[config.mk]
export PLATFORM = sky130hd
export DESIGN_NAME = uart_rx_cfg
export DESIGN_NICKNAME = d
export VERILOG_FILES = /design/src/rtl/uart_rx_cfg.sv
export SDC_FILE = /design/constraint.sdc
export NUM_CORES = 1
export LEC_CHECK = 0
export CAP_MARGIN = 15
export CORE_MARGIN = 2
export CORE_UTILIZATION = 30
export DETAILED_ROUTE_END_ITERATION = 12
export SYNTH_ARGS = -nofsm -noshare
export SYNTH_HDL_FRONTEND = slang
export SYNTH_SLANG_ARGS = --single-unit
[constraint.sdc]
create_clock -name sys_clk -period 3.7 [get_ports sys_clk]
set_clock_uncertainty 0.2 [all_clocks]
set_input_delay 0.74 -clock sys_clk [delete_from_list [all_inputs] [get_ports sys_clk]]
set_output_delay 0.74 -clock sys_clk [all_outputs]
set_load 0.05 [all_outputs]
[src/rtl/uart_rx_cfg.sv]
// Configurable UART receiver: 5..9 data bits, optional odd/even parity, 1 or 2 stop bits.
// Rejects false starts and flags every validated frame with its parity and framing status.
module uart_rx_cfg #(
    parameter int CLK_FREQ  = 50_000_000,
    parameter int UART_BPS  = 9600,
    parameter int DATA_BITS = 8,
    parameter int PARITY    = 0,
    parameter int STOP_BITS = 1
) (
    input  logic                 sys_clk,
    input  logic                 sys_rst,
    input  logic                 rx,
    output logic [DATA_BITS-1:0] po_data,
    output logic                 po_flag,
    output logic                 po_perr,
    output logic                 po_ferr
);

    localparam int BAUD_CNT_MAX = CLK_FREQ / UART_BPS;
    localparam int CNT_W        = (BAUD_CNT_MAX > 2) ? $clog2(BAUD_CNT_MAX) : 1;

    localparam logic [CNT_W-1:0] CNT_LAST  = CNT_W'(BAUD_CNT_MAX - 1);
    localparam logic [CNT_W-1:0] CNT_MID   = CNT_W'(BAUD_CNT_MAX / 2);
    localparam logic [3:0]       LAST_DATA = 4'(DATA_BITS);
    localparam logic [3:0]       LAST_STOP = 4'(STOP_BITS - 1);

    typedef enum logic [2:0] {
        S_IDLE,
        S_START,
        S_DATA,
        S_PARITY,
        S_STOP
    } state_t;

    state_t               state;
    logic                 rx_s1, rx_s2, rx_s3;
    logic [CNT_W-1:0]     baud_cnt;
    logic [3:0]           bit_cnt;
    logic [DATA_BITS-1:0] shift;
    logic                 perr;
    logic                 ferr;

    logic start_edge;
    logic mid;
    logic wrap;
    logic par_x;
    logic perr_now;

    // rx_s2 is the synchronised line, rx_s3 its previous value for edge detection.
    assign start_edge = rx_s3 & ~rx_s2;
    assign mid        = (baud_cnt == CNT_MID);
    assign wrap       = (baud_cnt == CNT_LAST);
    assign par_x      = (^shift) ^ rx_s2;
    assign perr_now   = (PARITY == 1) ? ~par_x : par_x;

    // NOTE: every register here is state, so all of them use non-blocking assignments;
    // reset is synchronous and covers the shift register too, so outputs are defined from the first cycle.
    always_ff @(posedge sys_clk) begin
        if (sys_rst) begin
            rx_s1    <= 1'b1;
            rx_s2    <= 1'b1;
            rx_s3    <= 1'b1;
            state    <= S_IDLE;
            baud_cnt <= '0;
            bit_cnt  <= '0;
            shift    <= '0;
            perr     <= 1'b0;
            ferr     <= 1'b0;
            po_data  <= '0;
            po_flag  <= 1'b0;
            po_perr  <= 1'b0;
            po_ferr  <= 1'b0;
        end else begin
            rx_s1   <= rx;
            rx_s2   <= rx_s1;
            rx_s3   <= rx_s2;
            po_flag <= 1'b0;

            if (state != S_IDLE) begin
                baud_cnt <= wrap ? '0 : baud_cnt + 1'b1;
            end

            case (state)
                S_IDLE: begin
                    if (start_edge) begin
                        state    <= S_START;
                        baud_cnt <= '0;
                        bit_cnt  <= '0;
                        perr     <= 1'b0;
                        ferr     <= 1'b0;
                    end
                end

                S_START: begin
                    // A line that is high again at mid-start was only a glitch.
                    if (mid && rx_s2) begin
                        state <= S_IDLE;
                    end else if (wrap) begin
                        state <= S_DATA;
                    end
                end

                S_DATA: begin
                    if (mid) begin
                        shift   <= {rx_s2, shift[DATA_BITS-1:1]};
                        bit_cnt <= bit_cnt + 1'b1;
                    end
                    if (wrap && bit_cnt == LAST_DATA) begin
                        bit_cnt <= '0;
                        state   <= (PARITY != 0) ? S_PARITY : S_STOP;
                    end
                end

                S_PARITY: begin
                    if (mid) begin
                        perr <= perr_now;
                    end else if (wrap) begin
                        state <= S_STOP;
                    end
                end

                S_STOP: begin
                    // Leaving at the last mid-sample lets the next start edge arrive at any time.
                    if (mid) begin
                        if (bit_cnt == LAST_STOP) begin
                            state   <= S_IDLE;
                            po_flag <= 1'b1;
                            po_data <= shift;
                            po_perr <= perr;
                            po_ferr <= ferr | ~rx_s2;
                        end else begin
                            ferr    <= ferr | ~rx_s2;
                            bit_cnt <= bit_cnt + 1'b1;
                        end
                    end
                end

                default: state <= S_IDLE;
            endcase
        end
    end

endmodule

==> results.yml <==
run_status:
  status: "complete, no violations"
detailed_routing:
  vias: 1908
  viasPerCell: 5.256
  drcViolationCount: 0
  wl_um: 4848
  drtIter0Drc: 77
  postRouteAntennaNets: 0
  first_pass_iters: 4
  wl_per_cell_um: 13.36
logic_synthesis:
  synth_top_area_share_pct: 40.07
  ys_warn_count: 0
  synth_nets: 258
  syn_avg_cell_area_um2: 8.758
  synth_top_area_cell: "dfxtp_1"
  synth.most_common_cell: "dfxtp_1"
  yosysSeqAreaShare_pct: 40.07
  synth_area_um2: 2198
  synth_edf_count: 0
  synth_cell_types: 54
  yosys_register_bits: 44
  netlist_top_cells_count: "dfxtp_1 (44), nor2_1 (25), a21oi_1 (21)"
  synthCells: 251
  ys.flop_type: "dfxtp_1"
  synth-async-reset-ratio_pct: 0
  synth.top_cells.by_area: "dfxtp_1 (40%), a21oi_1 (4.8%), mux2i_1 (4.6%)"
clocking:
  clkLatencyLatePin_ps: 300
  cts_buffer_depth: 2
  cts_setup_buffers: 0
  cts_sinks: 44
  h-tree-depth: 2
  cts_tree: "yes"
  cts_hold_buf: 0
  ctsResizeCount: 0
  clock-root-buffer: "clkbuf_8"
  clk_pin_slew_ps: 90
  cts_buffers: 5
critical_path:
  path_max_fanout: 2
  cpPeakStageDelay_ps: 800
  startpoint_type: "flip-flop"
  critPathKind: "flip-flop to output pin"
  cp_slowest_cell: "clkdlybuf4s50_1"
  crit_buf_inv: 1
  crit_family: "buffers and inverters"
  arrival_ps: 1440
  r2r_start: "baud_cnt[0]"
  required_ps: 2760
  reg2regPathDepth: 7
  r2r-end: "shift[7]"
  r2r_setup_slack_ps: 1350
  path_cells: "clkdlybuf4s50_1"
  cp-end-kind: "output pin"
grt:
  grt_overflow: 0
  grt_pass1_wl_um: 8183
  grt_use_total_pct: 12.67
  antenna_found_initial: 0
  grt_start_max_net_pins: 28
  grt_pass1_vias: 1716
power:
  p_leak_nw: 0.8186
  powerDensity_nw_per_um2: 470.8
  ir_drop_v: 0.0002107
  p_int_mw: 0.7929
  swShare_pct: 34.01
  seqPwrFrac_pct: 43.7
  p_comb_share_pct: 24.4
  p_clk_share_pct: 31.9
  switchingPower_mw: 0.4088
floorplanning:
  die-area_um2: 8028
  core-area_um2: 7176
  die_y_um: 89.60
  chipWidth_um: 89.60
  rows: 31
  start_util_pct: 30.64
  io_pins: 14
sta:
  slew_violations: 0
  max_slew_margin_pct: 49.48
  max_freq_mhz: 419.5
  rsz0062_at_grt: "no"
  min_period_over_period_pct: 64.42
  tightestPinTransition_ps: 752.0
  report.final.setup_viol: 0
  fin_hold_ws_ps: 219.3
  fin_crit_ps: 2384
  final_hold_viol_count: 0
  setup_tns_ps: 0
finish:
  n_antenna_cell: 0
  nets: 270
  syn_to_final_growth_pct: 16.11
  drive_above_1_share_pct: 10.23
placed_design:
  place_congestion: 0.7983
  io_buffers: 13
  hpwl_um: 3285
hold_path:
  hp-class: "flip-flop to flip-flop"
  holdPathStages: 1
  worstHoldStart: "rx_s1"
  whs_endpoint: "rx_s2"
job:
  drv_cap: 0
## registers in the layout (all words and copies together), names as in the netlist, 3 cells and up
signal and count:
baud_cnt 13, po_data 8, shift 8, bit_cnt 4, state 3
## final cells by class
class | instances | area [µm²]
fill | 733 | 4623
multi-input combinational | 186 | 1235
sequential | 44 | 880.8
timing repair buffer | 18 | 167.7
tap | 99 | 123.9
clock buffer | 5 | 68.82
clock inverter | 3 | 46.29
inverter | 8 | 30.03
## cell usage in the layout (no fill, tap or decap), types with 2 or more instances in the layout
cell / n
o21ai_0: 5
nand4b_1: 2
inv_1: 8
nor3_1: 5
nand3_1: 13
and3_1: 4
and2_1: 2
o21ai_1: 2
a311oi_1: 5
a22oi_1: 3
or2_2: 3
xnor2_1: 8
or3b_2: 2
nor2b_1: 2
nor4_1: 2
nand2b_1: 2
nor3b_1: 3
nand3b_1: 5
o31ai_1: 3
a21oi_1: 21
and4_1: 3
o21ai_2: 2
ha_1: 4
nand4_1: 4
o22ai_1: 2
a31oi_1: 2
dfxtp_1: 44
nand4bb_1: 3
nand2_1: 16
clkbuf_8: 5
or3_1: 3
mux2i_1: 10
nor2_1: 25
buf_4: 5
clkdlybuf4s50_1: 13
## through the flow
stage / cell area, µm² / cells / total power, mW / setup slack (ps) / util (%)
floorplan: 2198 / 251 / 0.7477 / 1670 / -
global placement: 2437 / 355 / 0.8200 / 1343 / 33.97
detailed placement: 2437 / 355 / 0.8254 / 1336 / 33.97
CTS: 2552 / 363 / 1.213 / 1298 / 35.57
global route: 2552 / 363 / 1.266 / 1191 / 35.57
finish: 2552 / 363 / 1.202 / 1316 / 35.57
## routing by layer
metal | vias to the layer above | part of all wire [%] | GRT usage (%)
met2 | 48 | 47 | 20.05
met3 | 2 | 4.6 | 3.108
met5 | - | 0 | 0
met1 | 915 | 48 | 17.52
met4 | 0 | 0.29 | 2.714
li1 | 943 | - | -
## cells by family after synthesis
kind of cell	Yosys count	synth area share, %
muxes	10	4.553
buffers and inverters	21	3.984
and+or+nand+nor	105	27.95
DFF	44	40.07
adders and majority gates	4	2.277
xor gates and xnor gates	9	3.586
AOI/OAI and AO/OA	58	17.59
## power groups by stage
stage / clock, mW / combinational [mW] / sequential, mW
after floorplan: 0 / 0.232 / 0.516
after global placement: 0 / 0.286 / 0.534
after detailed placement: 0 / 0.290 / 0.536
after CTS: 0.398 / 0.290 / 0.524
after global routing: 0.416 / 0.322 / 0.529
final: 0.383 / 0.293 / 0.526
## worst max path at each step
stage / startpoint / end / slack [ps] / depth (start not counted)
floorplan: baud_cnt[0] / baud_cnt[12] / 1670 / 7
global placement: sys_rst / state[2] / 1340 / 4
detailed placement: sys_rst / state[2] / 1340 / 4
CTS: po_data[4] / po_data[4] / 1300 / 1
global route: baud_cnt[0] / shift[7] / 1190 / 7
finish: po_data[5] / po_data[5] / 1320 / 1
Note: power is estimated with default switching activity, not from simulation.
